`src/rtl/dm_access_arbiter.sv`:
```
// Data-memory sequencer and core/host arbiter, including write-data delay and bypass-coherent bc_dt.
// Optional host anti-starvation aging is enabled by defining DM_ARB_AGING_EN.
module dm_access_arbiter #(
  parameter int DMA_SIZE = 3,
  parameter int DMD_SIZE = 4,
  parameter int AGE_MAX  = 4
) (
  input  logic                clk,
  input  logic                reset,
  input  logic                c_req,
  input  logic                c_wr,
  input  logic [DMA_SIZE-1:0] c_addr,
  input  logic [DMD_SIZE-1:0] c_wdata,
  input  logic                h_req,
  input  logic                h_wr,
  input  logic [DMA_SIZE-1:0] h_addr,
  input  logic [DMD_SIZE-1:0] h_wdata,
  output logic                c_gnt,
  output logic                h_gnt,
  output logic                c_rvalid,
  output logic                h_rvalid,
  output logic [DMD_SIZE-1:0] c_rdata,
  output logic [DMD_SIZE-1:0] h_rdata,
  output logic                ps_dm_cslt,
  output logic                ps_dm_wrb,
  output logic [DMA_SIZE-1:0] dg_dm_add,
  output logic [DMD_SIZE-1:0] bc_dt,
  input  logic [DMD_SIZE-1:0] dm_bc_dt
);

  typedef enum logic [1:0] {INIT0, INIT1, RUN} state_t;
  typedef enum logic [1:0] {PH_NONE, PH_WD, PH_RD} phase_t;

  state_t              state, state_next;
  phase_t              phase, phase_next;
  logic                rd_core, rd_core_next;
  logic                rd_host, rd_host_next;
  logic [DMD_SIZE-1:0] wdata_q, wdata_next;
  logic [DMD_SIZE-1:0] shadow;
  logic [DMA_SIZE-1:0] last_addr;
  logic                host_prio;

`ifdef DM_ARB_AGING_EN
  logic [7:0] age;

  assign host_prio = h_req && (age == 8'(AGE_MAX));

  always_ff @(posedge clk) begin
    if (!reset) begin
      age <= 8'd0;
    end else if (state == RUN) begin
      if (h_gnt) begin
        age <= 8'd0;
      end else if (h_req) begin
        age <= age + 8'd1;
      end
    end
  end
`else
  assign host_prio = 1'b0;
`endif

  assign c_rdata = dm_bc_dt;
  assign h_rdata = dm_bc_dt;

  always_comb begin
    state_next   = state;
    phase_next   = PH_NONE;
    rd_core_next = 1'b0;
    rd_host_next = 1'b0;
    wdata_next   = wdata_q;
    c_gnt        = 1'b0;
    h_gnt        = 1'b0;
    ps_dm_cslt   = 1'b0;
    ps_dm_wrb    = 1'b0;
    dg_dm_add    = last_addr;
    bc_dt        = shadow;
    c_rvalid     = rd_core;
    h_rvalid     = rd_host;

    case (state)
      INIT0: begin
        dg_dm_add  = DMA_SIZE'(1);
        state_next = INIT1;
      end
      INIT1: begin
        ps_dm_cslt = 1'b1;
        dg_dm_add  = '0;
        phase_next = PH_RD;
        state_next = RUN;
      end
      RUN: begin
        c_gnt = c_req && !host_prio;
        h_gnt = h_req && !c_gnt;
        if (c_gnt) begin
          ps_dm_cslt = 1'b1;
          ps_dm_wrb  = c_wr;
          dg_dm_add  = c_addr;
          if (c_wr) begin
            phase_next = PH_WD;
            wdata_next = c_wdata;
          end else begin
            phase_next   = PH_RD;
            rd_core_next = 1'b1;
          end
        end else if (h_gnt) begin
          ps_dm_cslt = 1'b1;
          ps_dm_wrb  = h_wr;
          dg_dm_add  = h_addr;
          if (h_wr) begin
            phase_next = PH_WD;
            wdata_next = h_wdata;
          end else begin
            phase_next   = PH_RD;
            rd_host_next = 1'b1;
          end
        end
      end
      default: state_next = INIT0;
    endcase

    // Shadow tracks whatever the DM will bypass back on a same-address access.
    case (phase)
      PH_WD:   bc_dt = wdata_q;
      PH_RD:   bc_dt = dm_bc_dt;
      default: bc_dt = shadow;
    endcase

    // Outputs are forced quiet for the whole time reset is held, including its first cycle.
    if (!reset) begin
      c_gnt      = 1'b0;
      h_gnt      = 1'b0;
      c_rvalid   = 1'b0;
      h_rvalid   = 1'b0;
      ps_dm_cslt = 1'b0;
      ps_dm_wrb  = 1'b0;
      dg_dm_add  = '0;
      bc_dt      = '0;
    end
  end

  always_ff @(posedge clk) begin
    if (!reset) begin
      state     <= INIT0;
      phase     <= PH_NONE;
      rd_core   <= 1'b0;
      rd_host   <= 1'b0;
      wdata_q   <= '0;
      shadow    <= '0;
      last_addr <= '0;
    end else begin
      state     <= state_next;
      phase     <= phase_next;
      rd_core   <= rd_core_next;
      rd_host   <= rd_host_next;
      wdata_q   <= wdata_next;
      shadow    <= bc_dt;
      last_addr <= dg_dm_add;
    end
  end

endmodule

```
`config.mk`:
```
export PLATFORM = sky130hd
export DESIGN_NAME = dm_access_arbiter
export DESIGN_NICKNAME = d
export VERILOG_FILES = /design/src/rtl/dm_access_arbiter.sv
export SDC_FILE = /design/constraint.sdc
export NUM_CORES = 1
export LEC_CHECK = 0
export CORE_ASPECT_RATIO = 0.8
export CORE_MARGIN = 2
export CORE_UTILIZATION = 25
export CTS_CLUSTER_DIAMETER = 30
export CTS_CLUSTER_SIZE = 24
export DETAILED_ROUTE_END_ITERATION = 16
export GPL_ROUTABILITY_DRIVEN = 0
export GPL_TIMING_DRIVEN = 0
export SLEW_MARGIN = 20
export SYNTH_ARGS = -nofsm -noshare
export SYNTH_HDL_FRONTEND = slang
export SYNTH_SLANG_ARGS = --single-unit
```
`constraint.sdc`:
```
create_clock -name clk -period 1.5 [get_ports clk]
set_input_delay 0.3 -clock clk [delete_from_list [all_inputs] [get_ports clk]]
set_output_delay 0.3 -clock clk [all_outputs]
set_load 0.005 [all_outputs]
```
==> results by group, run 1 <==
Synthesis
  – Mapped Nets: approximately 140
  – Seq/Total Area, Yosys: 33.0%
  – Cell count after synthesis: 112
  – #FFs+latches synth: 17
  – Avg Synthesized Cell Area: 9.22 um2
  – Syn. warnings: 0
  – Synth unique cells: 31
  – Synthesized cell area: around 0.0010 mm2

Floorplan
  – Core area: a little under 0.004 mm2
  – Starting Density: 26.6%
  – Die Span Y: 61.5 um
  – Die area: about 0.0047 mm2
  – Row count: 20
  – Die W: ~76 um
  – Top Ports: 45

Drt
  – DR iter-0 viols: 53
  – Pre-antenna DRT Iters: 4
  – Drt via density: around 4.5
  – Vias: approximately 1100
  – Routed WL: ~3400 um
  – Average wire per standard cell: about 14 um
  – Drc violations: 0
  – Antenna viol nets, final: 0

Layout
  – Layout Area Growth over Synthesis: 102%
  – Most frequent cells in the layout: buf_4, clkdlybuf4s50_1, dfxtp_1, buf_6, buf_2
  – Post-Route Utilization: 53.7%
  – Final net count: roughly 220
  – Filler cells: around 340
  – Commonest non-fill, non-tap cell in the layout: buf_4
  – Share of cells above drive strength 1: a little under three fifths
  – N_diodes: 0

CTS
  – H-tree depth: 1
  – CTS tree: done
  – Clk sink count: 17
  – Post-CTS Hold Buffers: 0
  – Clk root buf: clkbuf_8
  – Max Root-Sink Buffers: 2
  – Clock Latency Late Sink: ~0.26 ns
  – Clk slew on worst S/H paths: around 0.07 ns
  – CTS buffer count: 3

Power and ir drop
  – VDD IR-drop max: ~0.0005 V
  – Power per Cell Area: slightly above 700 mW/mm2
  – Overall Power: around 0.0015 W
  – Leakage power total: between 0.8 and 0.9 nW

STA
  – Final Setup Violations: 11
  – PnR worst setup slack: -0.343 ns
  – Max Freq: about 0.54 GHz
  – Worst-margin pin slew: 0.419 ns
  – Clock skew: 0.00305 ns
  – Min Clock Period, post-route: 1.84 ns
  – RSZ-0062 raised after global routing: yes
  – Final Cycle Share: 123%
  – Final hold violations: 0
  – Max-slew headroom at the worst pin: a little under three quarters
  – Hold Slack: 0.429 ns
  – Fin. max-slew vios: 0

Hold path
  – Hold Path Class: in -> reg
  – Worst Hold Launch: dm_bc_dt[1]
  – Hold Crit Depth: 3

Flow run
  – Max Cap Viol: 0

Worst setup path
  – Worst EP arrival: between 1.5 and 2 ns
  – Worst setup path category: reg -> out
  – CP peak stage delay: 0.37 ns
  – Critical path depth in cells: 7
  – Worst Path Max Fanout: 4
  – R2R Setup Slk: roughly 0.050 ns
  – CP Launch Point: state[0]$_SDFFE_PN0N_
  – Top delay family on crit path: buffers and inverters
  – CP bufs+invs: 4
  – R2r startpoint: state[0]$_SDFFE_PN0N_
  – CP startpoint kind: flop
  – WP data required: between 1 and 1.5 ns
  – Reg2Reg Depth: 9
  – CP endpoint kind: output pin
  – CP max-delay cell: dfxtp_4
  – CP cell instances: inv_4 -> ha_4 -> buf_8 -> nand3b_1 -> buf_4 -> o22ai_2 -> buf_2

Global route
  – Vias in the first global route: 1107
  – First-pass GRT wire length: between 5000 and 6000 um
  – Gr usage total: around 15%
  – Initial antenna violation count: 0
  – Largest net degree at the start of global routing: 11
  – GR Overflow Total: 0

Place
  – IO buf count: between 40 and 50
  – Setup WS pre-CTS: -0.801 ns
  – DP Wirelength: approximately 2000 um

Outcome
  – Status: finished with violations
  – Failing checks: setup timing
-- layer usage --
layer	share of wire, %	track usage, %	vias to the layer above
li1	-	-	555
met1	38	16.1	530
met2	58	29.2	16
met3	3.7	3.44	2
met4	0.18	1.50	0
met5	0	0	-
-- cells by family after synthesis --
kind of cell | share of synthesized area [%]
AO/OA/AOI/OAI | 20.1
adder cells (fa/ha/maj) | 9.70
buffers and inverters | 11.8
flip-flops | 33.0
multiplexers | 6.91
AND/OR/NAND/NOR | 18.5
-- synthesized netlist by cell type --
master	count	area, um2
a21oi_1	2	10.0
a21oi_2	1	8.76
a221oi_1	4	35.0
a22oi_1	3	22.5
a22oi_2	1	12.5
a31o_4	1	17.5
a31oi_1	1	6.26
and2_1	2	12.5
and3_1	1	6.26
and3_4	1	11.3
buf_2	1	5.00
buf_4	9	67.6
buf_6	2	22.5
clkbuf_1	1	3.75
dfxtp_1	17	340
ha_1	8	100
inv_1	6	22.5
mux2_2	1	11.3
mux2i_1	6	60.1
nand2_1	8	30.0
nand2b_1	1	6.26
nand3b_1	1	7.51
nor2_1	5	18.8
nor2b_1	6	37.5
nor2b_2	1	8.76
nor3_1	9	45.0
nor3b_1	1	7.51
o21a_1	1	7.51
o21ai_1	1	5.00
o221a_1	4	45.0
o22ai_1	6	37.5
-- report_power, final --
part           internal (W)  switching, W
Sequential         0.000486     0.0000360
Combinational      0.000355      0.000248
Clock              0.000185      0.000171
-- stage by stage --
step | cells | instance area [um2] | TNS [ns]
final | 246 | 2080 | -2.58
after global routing | 246 | 2080 | -3.21
after CTS | 241 | 1960 | -2.04
after detailed placement | 210 | 1530 | -10.69
after global placement | 210 | 1530 | -10.46
after floorplan | 112 | 1030 | 0
-- worst reg2reg max path, cell delays in order (launching register included) --
cell     delay (ns)
dfxtp_4        0.37
inv_4          0.08
ha_4           0.15
buf_8          0.11
buf_4          0.10
buf_6          0.09
nand2_4        0.05
buf_4          0.13
buf_4          0.12
nor3b_1        0.17
-- state kept, by name, indices dropped and copies added (netlist names) --
register   flops
wdata_q        4
phase          2
rd_host        1
state          2
last_addr      3
rd_core        1
shadow         4
-- path summary, 6_finish.rpt --
kind                                           endpoint
worst min-delay path               shadow[1]$_SDFF_PN0_
worst max register to register      phase[0]$_SDFF_PN0_
worst max-delay path                       dg_dm_add[1]
worst min register to register  last_addr[1]$_SDFF_PN0_
-- layout make-up --
type                            instances  area [um2]  share of cell area [%]
Buffer                                 13         116                    5.59
Clock buffer                            3        41.3                    1.98
Clock inverter                          1        5.00                   0.240
Inverter                                6        27.5                    1.32
Multi-Input combinational cell         76         842                    40.4
Sequential cell                        17         350                    16.8
Tap cell                               55        68.8                    3.31
Timing Repair Buffer                   75         631                    30.3
-- repair_timing --
action | in CTS | in global routing
buffers inserted | 28 | 9
hold endpoints to repair | 0 | 0
endpoints found under the setup margin | 25 | 16
resized for setup | 112 | 23
pin swaps | 19 | 8
No activity file was read; power rests on OpenSTA's default activity.
==> run 2: changes to the inputs <==
--- a/config.mk
+++ b/config.mk
@@ -9,7 +9,6 @@
 export CORE_MARGIN = 2
 export CORE_UTILIZATION = 25
 export CTS_CLUSTER_DIAMETER = 30
-export CTS_CLUSTER_SIZE = 24
 export DETAILED_ROUTE_END_ITERATION = 16
 export GPL_ROUTABILITY_DRIVEN = 0
 export GPL_TIMING_DRIVEN = 0
==> constraint.sdc (replaced) <==
create_clock -name clk -period 1.6 [get_ports clk]
set_input_delay 0.32 -clock clk [delete_from_list [all_inputs] [get_ports clk]]
set_output_delay 0.32 -clock clk [all_outputs]
set_load 0.005 [all_outputs]
==> run 2 against run 1 <==
Utilization is essentially flat. Sequential power shrank 6.3%. Critical path depth is the same. Sequential share of layout area is essentially flat. Clock power shrank 6.2%. Die area is the same. Setup slack gained 0.060 ns. Count of clock-buffer cells in the layout is the same. Global-route usage grew 0.068 points. Largest cell class unchanged. Power shrank 6.9%. The flow still finishes with violations (setup timing). Via count shrank 0.18%. Final area is essentially flat.
==> results by group, run 2 (synthesis results as in run 1) <==
Outcome
  – Status: finished with violations
  – Failing checks: setup timing

STA
  – Final Cycle Share: 118%
  – RSZ-0062 raised after global routing: yes
  – Final hold violations: 0 (unchanged)
  – Final Setup Violations: 10 (-1)
  – Fin. max-slew vios: 0 (unchanged)
  – Clock skew: 0.00271 ns (-0.000339 ns)
  – Worst-margin pin slew: 0.426 ns (+0.00659 ns)
  – PnR worst setup slack: -0.283 ns (+0.0600 ns)
  – Max-slew headroom at the worst pin: 71.5% (-0.44 points)
  – Max Freq: ~0.53 GHz
  – Min Clock Period, post-route: 1.88 ns

Layout
  – N_diodes: 0 (unchanged)
  – Final net count: 225 (+0.45%)
  – Commonest non-fill, non-tap cell in the layout: buf_4
  – Share of cells above drive strength 1: 54.2% (-1.9 points)
  – Layout Area Growth over Synthesis: 102% (about the same)
  – Biggest regs: shadow: 4 flops, wdata_q: 4 flops, last_addr: 3 flops
  – Most frequent cells in the layout: buf_4, clkdlybuf4s50_1, dfxtp_1, buf_2, buf_6
  – Post-Route Utilization: 53.6% (about the same)

Worst setup path
  – CP startpoint kind: flop
  – Worst EP arrival: 1.56 ns (+0.02 ns)
  – CP endpoint kind: output pin
  – Worst Path Max Fanout: 4 (unchanged)
  – Worst setup path category: reg -> out
  – WP data required: 1.28 ns (+0.08 ns)

Floorplan
  – Starting Density: 26.6% (unchanged)
  – Core area: 0.00388 mm2 (unchanged)
  – Die W: 75.8 um (unchanged)
  – Row count: 20 (unchanged)
  – Die Span Y: 61.5 um (unchanged)
  – Die area: 0.00466 mm2 (unchanged)
  – Top Ports: 45 (unchanged)

Drt
  – Vias: 1101 (-0.18%)
  – Routed WL: 3290 um (-2.4%)
  – Drt via density: 4.46 (-0.59%)
  – Average wire per standard cell: 13.3 um (-2.8%)
  – Drc violations: 0 (unchanged)
  – DR iter-0 viols: 38 (-28%)
  – Antenna viol nets, final: 0 (unchanged)
  – Pre-antenna DRT Iters: 4 (unchanged)

Global route
  – Initial antenna violation count: 0 (unchanged)
  – Vias in the first global route: 1117 (+0.90%)
  – Gr usage total: 14.7% (+0.068 points)
  – GR Overflow Total: 0 (unchanged)
  – First-pass GRT wire length: 5110 um (+0.55%)
  – Largest net degree at the start of global routing: 11 (unchanged)

CTS
  – CTS buffer count: 3 (unchanged)
  – CTS tree: done
  – Clk slew on worst S/H paths: 0.07 ns (about the same)
  – Max Root-Sink Buffers: 2 (unchanged)
  – Clk sink count: 17 (unchanged)
  – Clock Latency Late Sink: 0.26 ns (about the same)
  – H-tree depth: 1 (unchanged)
  – Clk root buf: clkbuf_8

Power and ir drop
  – Overall Power: 0.00138 W (-6.9%)
  – VDD IR-drop max: 0.000473 V (-5.3%)
  – Power per Cell Area: 662 mW/mm2 (-6.9%)
  – Leakage power total: 0.902 nW (+3.0%)

Hold path
  – Hold Path Class: reg -> reg

Flow run
  – Max Cap Viol: 0 (unchanged)

Place
  – DP Wirelength: 2000 um (unchanged)
  – IO buf count: 43 (unchanged)
## run 2: changes by cell type in the layout (fill, tap and decap cells not counted), moves of 2 or more
cell / previous run / this run
buf_4: 33 / 35
clkbuf_2: 3 / 0
dlygate4sd2_1: 3 / 5
dlymetal6s2s_1: 0 / 2
buf_6: 11 / 9
## run 2: area by class of cell
| class | count | area (um2) |
|---|---|---|
| Buffer | 13 | 116 |
| Clock buffer | 3 | 41.3 |
| Clock inverter | 1 | 5.00 |
| Fill cell | 336 | 1800 |
| Inverter | 6 | 27.5 |
| Multi-Input combinational cell | 76 | 826 |
| Sequential cell | 17 | 350 |
| Tap cell | 55 | 68.8 |
| Timing Repair Buffer | 76 | 646 |
## run 2: path summary, 6_finish.rpt
check | startpoint | to | slack [ns] | cells past startpoint
max | state[0]$_SDFFE_PN0N_ | dg_dm_add[1] | -0.28 | 7
min | last_addr[1]$_SDFF_PN0_ | last_addr[1]$_SDFF_PN0_ | 0.50 | 2
max reg2reg | phase[0]$_SDFF_PN0_ | shadow[3]$_SDFF_PN0_ | 0.02 | 9
min reg2reg | last_addr[1]$_SDFF_PN0_ | last_addr[1]$_SDFF_PN0_ | 0.50 | 2
## run 2: per-stage QoR
stage / instance area, um2 / worst slack, ns / TNS (ns) / hold WS [ns] / cells
after floorplan: 1030 / 0.0829 / 0 / 0.392 / 112
after global placement: 1530 / -0.745 / -8.84 / 0.464 / 210
after detailed placement: 1530 / -0.741 / -8.93 / 0.474 / 210
after CTS: 1950 / -0.257 / -1.21 / 0.483 / 241
after global routing: 2080 / -0.350 / -2.07 / 0.527 / 247
final: 2080 / -0.283 / -1.43 / 0.502 / 247
## run 2: routing by layer
metal	track usage (%)	wire length [um]	up-vias	share of wire, %
met2	29.4	1870	16	57
met1	16.1	1280	525	39
met5	0	0	-	0
met3	3.44	123	4	3.7
li1	-	-	556	-
met4	1.50	12	0	0.36
## run 2: worst max-delay path, stage by stage (launching register included)
cell	delay, ns
dfxtp_4	0.37
inv_4	0.08
ha_4	0.15
buf_8	0.11
nand3b_1	0.13
buf_4	0.18
o22ai_2	0.14
buf_2	0.15
## run 2: repair_timing
item                       4_1_cts  5_1_grt
resized for setup              108       15
pin swaps                       19        8
setup buffers                   28        7
cloned                           0        0
hold endpoints to repair         0        0
hold buffers                     0        0
setup endpoints to repair       21       12
## run 2: report_power, final
group          switching, W  total [W]  internal, W  leakage, nW
Combinational      0.000227   0.000556     0.000329        0.736
Sequential        0.0000330   0.000489     0.000456        0.140
Clock              0.000160   0.000333     0.000173       0.0255
==> run 3: changes to the inputs <==
--- a/config.mk
+++ b/config.mk
@@ -12,6 +12,7 @@
 export DETAILED_ROUTE_END_ITERATION = 16
 export GPL_ROUTABILITY_DRIVEN = 0
 export GPL_TIMING_DRIVEN = 0
+export MAX_ROUTING_LAYER = met4
 export SLEW_MARGIN = 20
 export SYNTH_ARGS = -nofsm -noshare
 export SYNTH_HDL_FRONTEND = slang
==> run 3 against run 2 <==
The flow still finishes with violations (setup timing). Setup slack gained 0.0050 ns. Count of clock-buffer cells in the layout is the same. Power is essentially flat. Sequential power is essentially flat. Clock power is essentially flat. Wire length grew 2.1%. Final area shrank 0.18%. Utilization shrank 0.097 points. Non-clock buffer count is the same. Register-to-register slack is essentially flat. Critical path type unchanged.
==> results by group, run 3 (synthesis results as in run 1) <==
Outcome
  – Status: finished with violations
  – Failing checks: setup timing

Layout
  – Biggest regs: shadow: 4 flops, wdata_q: 4 flops, last_addr: 3 flops
  – Final net count: 225 (unchanged)
  – Most frequent cells in the layout: buf_4, clkdlybuf4s50_1, dfxtp_1, buf_2, buf_6
  – N_diodes: 0 (unchanged)
  – Filler cells: 338 (+0.60%)
  – Post-Route Utilization: 53.5% (-0.097 points)
  – Share of cells above drive strength 1: 54.2% (unchanged)
  – Post-Layout Cell Count: 247 (unchanged)
  – Commonest non-fill, non-tap cell in the layout: buf_4
  – Layout Area Growth over Synthesis: 101%

Place
  – DP Wirelength: 2000 um (unchanged)
  – Setup WS pre-CTS: -0.741 ns (unchanged)
  – IO buf count: 43 (unchanged)
  – Placed cells: 210 (unchanged)

Global route
  – Largest net degree at the start of global routing: 11 (unchanged)
  – GR Overflow Total: 0 (unchanged)
  – Gr usage total: 15.2% (+0.50 points)
  – Initial antenna violation count: 0 (unchanged)
  – First-pass GRT wire length: 5120 um (+0.25%)
  – Vias in the first global route: 1114 (-0.27%)

STA
  – Worst-margin pin slew: 0.445 ns (+0.0190 ns)
  – Fin. max-slew vios: 0 (unchanged)
  – Min Clock Period, post-route: 1.88 ns (-0.00496 ns)
  – RSZ-0062 raised after global routing: yes
  – Final Cycle Share: 117% (-0.31 points)
  – Max-slew headroom at the worst pin: 70.2% (-1.3 points)
  – Max Freq: 0.533 GHz (+0.26%)
  – PnR worst setup slack: -0.278 ns (+0.00496 ns)
  – Final Setup Violations: 10 (unchanged)
  – Clock skew: 0.00127 ns (-0.00143 ns)
  – Final hold violations: 0 (unchanged)
  – Setup TNS: -1.51 ns (-0.0762 ns)

CTS
  – Post-CTS Hold Buffers: 0 (unchanged)
  – Clk root buf: clkbuf_8
  – Clk sink count: 17 (unchanged)
  – Clk slew on worst S/H paths: 0.07 ns (about the same)
  – Max Root-Sink Buffers: 2 (unchanged)
  – H-tree depth: 1 (unchanged)
  – CTS buffer count: 3 (unchanged)
  – Clock Latency Late Sink: 0.26 ns (about the same)
  – CTS tree: done

Worst setup path
  – CP Launch Point: state[0]$_SDFFE_PN0N_
  – CP startpoint kind: flop
  – Reg-to-Reg End: shadow[3]$_SDFF_PN0_
  – Reg2Reg Depth: 9 (unchanged)
  – R2R Setup Slk: 0.02 ns (about the same)
  – CP endpoint kind: output pin
  – R2r startpoint: phase[0]$_SDFF_PN0_
  – Worst setup path category: reg -> out
  – WP data required: 1.28 ns (about the same)
  – Worst Path Max Fanout: 4 (unchanged)
  – Worst EP arrival: 1.56 ns (about the same)

Floorplan
  – Row count: 20 (unchanged)
  – Die Span Y: 61.5 um (unchanged)
  – Die area: 0.00466 mm2 (unchanged)
  – Top Ports: 45 (unchanged)
  – Die W: 75.8 um (unchanged)
  – Starting Density: 26.6% (unchanged)
  – Core area: 0.00388 mm2 (unchanged)

Hold path
  – Worst Hold Launch: last_addr[1]$_SDFF_PN0_
  – Hold Path Class: reg -> reg
  – Min-Delay Endpoint: last_addr[1]$_SDFF_PN0_
  – Hold Crit Depth: 2 (unchanged)

Drt
  – Routed WL: 3360 um (+2.1%)
  – Drt via density: 4.51 (+1.1%)
  – Pre-antenna DRT Iters: 4 (unchanged)
  – Drc violations: 0 (unchanged)
  – Antenna viol nets, final: 0 (unchanged)
  – DR iter-0 viols: 28 (-26%)
  – Average wire per standard cell: 13.6 um (+2.1%)
  – Vias: 1113 (+1.1%)

Flow run
  – Max Cap Viol: 0 (unchanged)

Power and ir drop
  – VDD IR-drop max: 0.000475 V (+0.58%)
  – Power per Cell Area: 664 mW/mm2 (+0.21%)
  – Leakage power total: 0.901 nW (about the same)
run 3: cell counts in the layout (fill, tap and decap cells not counted):
No cell type changed its count.
run 3: timing repair:
item                                    CTS  global route
pin swaps                                19            10
gates resized for setup                 108            14
setup buffers                            28             7
endpoints found under the setup margin   21            12
run 3: area by class of cell:
class	instances	area, um2	share of cell area, %
clock inverter	1	5.00	0.241
multi-input combinational	76	826	39.8
buffer	13	116	5.60
clock buffer	3	41.3	1.99
sequential	17	350	16.9
timing repair buffer	76	642	30.9
tap	55	68.8	3.31
inverter	6	27.5	1.33
run 3: worst max-delay path, cell delays in order, from the launching register on:
cell	delay, ns
dfxtp_4	0.37
inv_4	0.08
ha_4	0.15
buf_8	0.11
nand3b_1	0.13
buf_4	0.18
o22ai_2	0.14
buf_2	0.15
run 3: stage by stage:
| stage | hold WS, ns | area, um2 | power, W |
|---|---|---|---|
| 6_report | 0.502 | 2080 | 0.00138 |
| 5_1_grt | 0.527 | 2080 | 0.00146 |
| 4_1_cts | 0.483 | 1950 | 0.00132 |
| 3_5_place_dp | 0.474 | 1530 | 0.000819 |
| 3_3_place_gp | 0.464 | 1530 | 0.000813 |
| 2_1_floorplan | 0.392 | 1030 | 0.000663 |
run 3: power by group:
part	switching (W)	internal, W
registers	0.0000333	0.000456
logic	0.000227	0.000327
clock network	0.000162	0.000173
total	0.000422	0.000956
run 3: worst max-delay path by stage:
stage / cells after the start / end / slack, ns
final: 7 / dg_dm_add[1] / -0.28
after global routing: 7 / dg_dm_add[1] / -0.35
after CTS: 6 / dg_dm_add[0] / -0.26
after detailed placement: 5 / dg_dm_add[1] / -0.74
after global placement: 5 / dg_dm_add[1] / -0.74
after floorplan: 5 / dg_dm_add[2] / 0.08
run 3: per-layer routing:
| layer | GRT usage [%] | routed length (um) | up-vias |
|---|---|---|---|
| met4 | 1.50 | 6 | 0 |
| met5 | - | 0 | - |
| met2 | 29.4 | 1910 | 20 |
| li1 | - | - | 557 |
| met3 | 3.44 | 127 | 2 |
| met1 | 16.2 | 1320 | 534 |
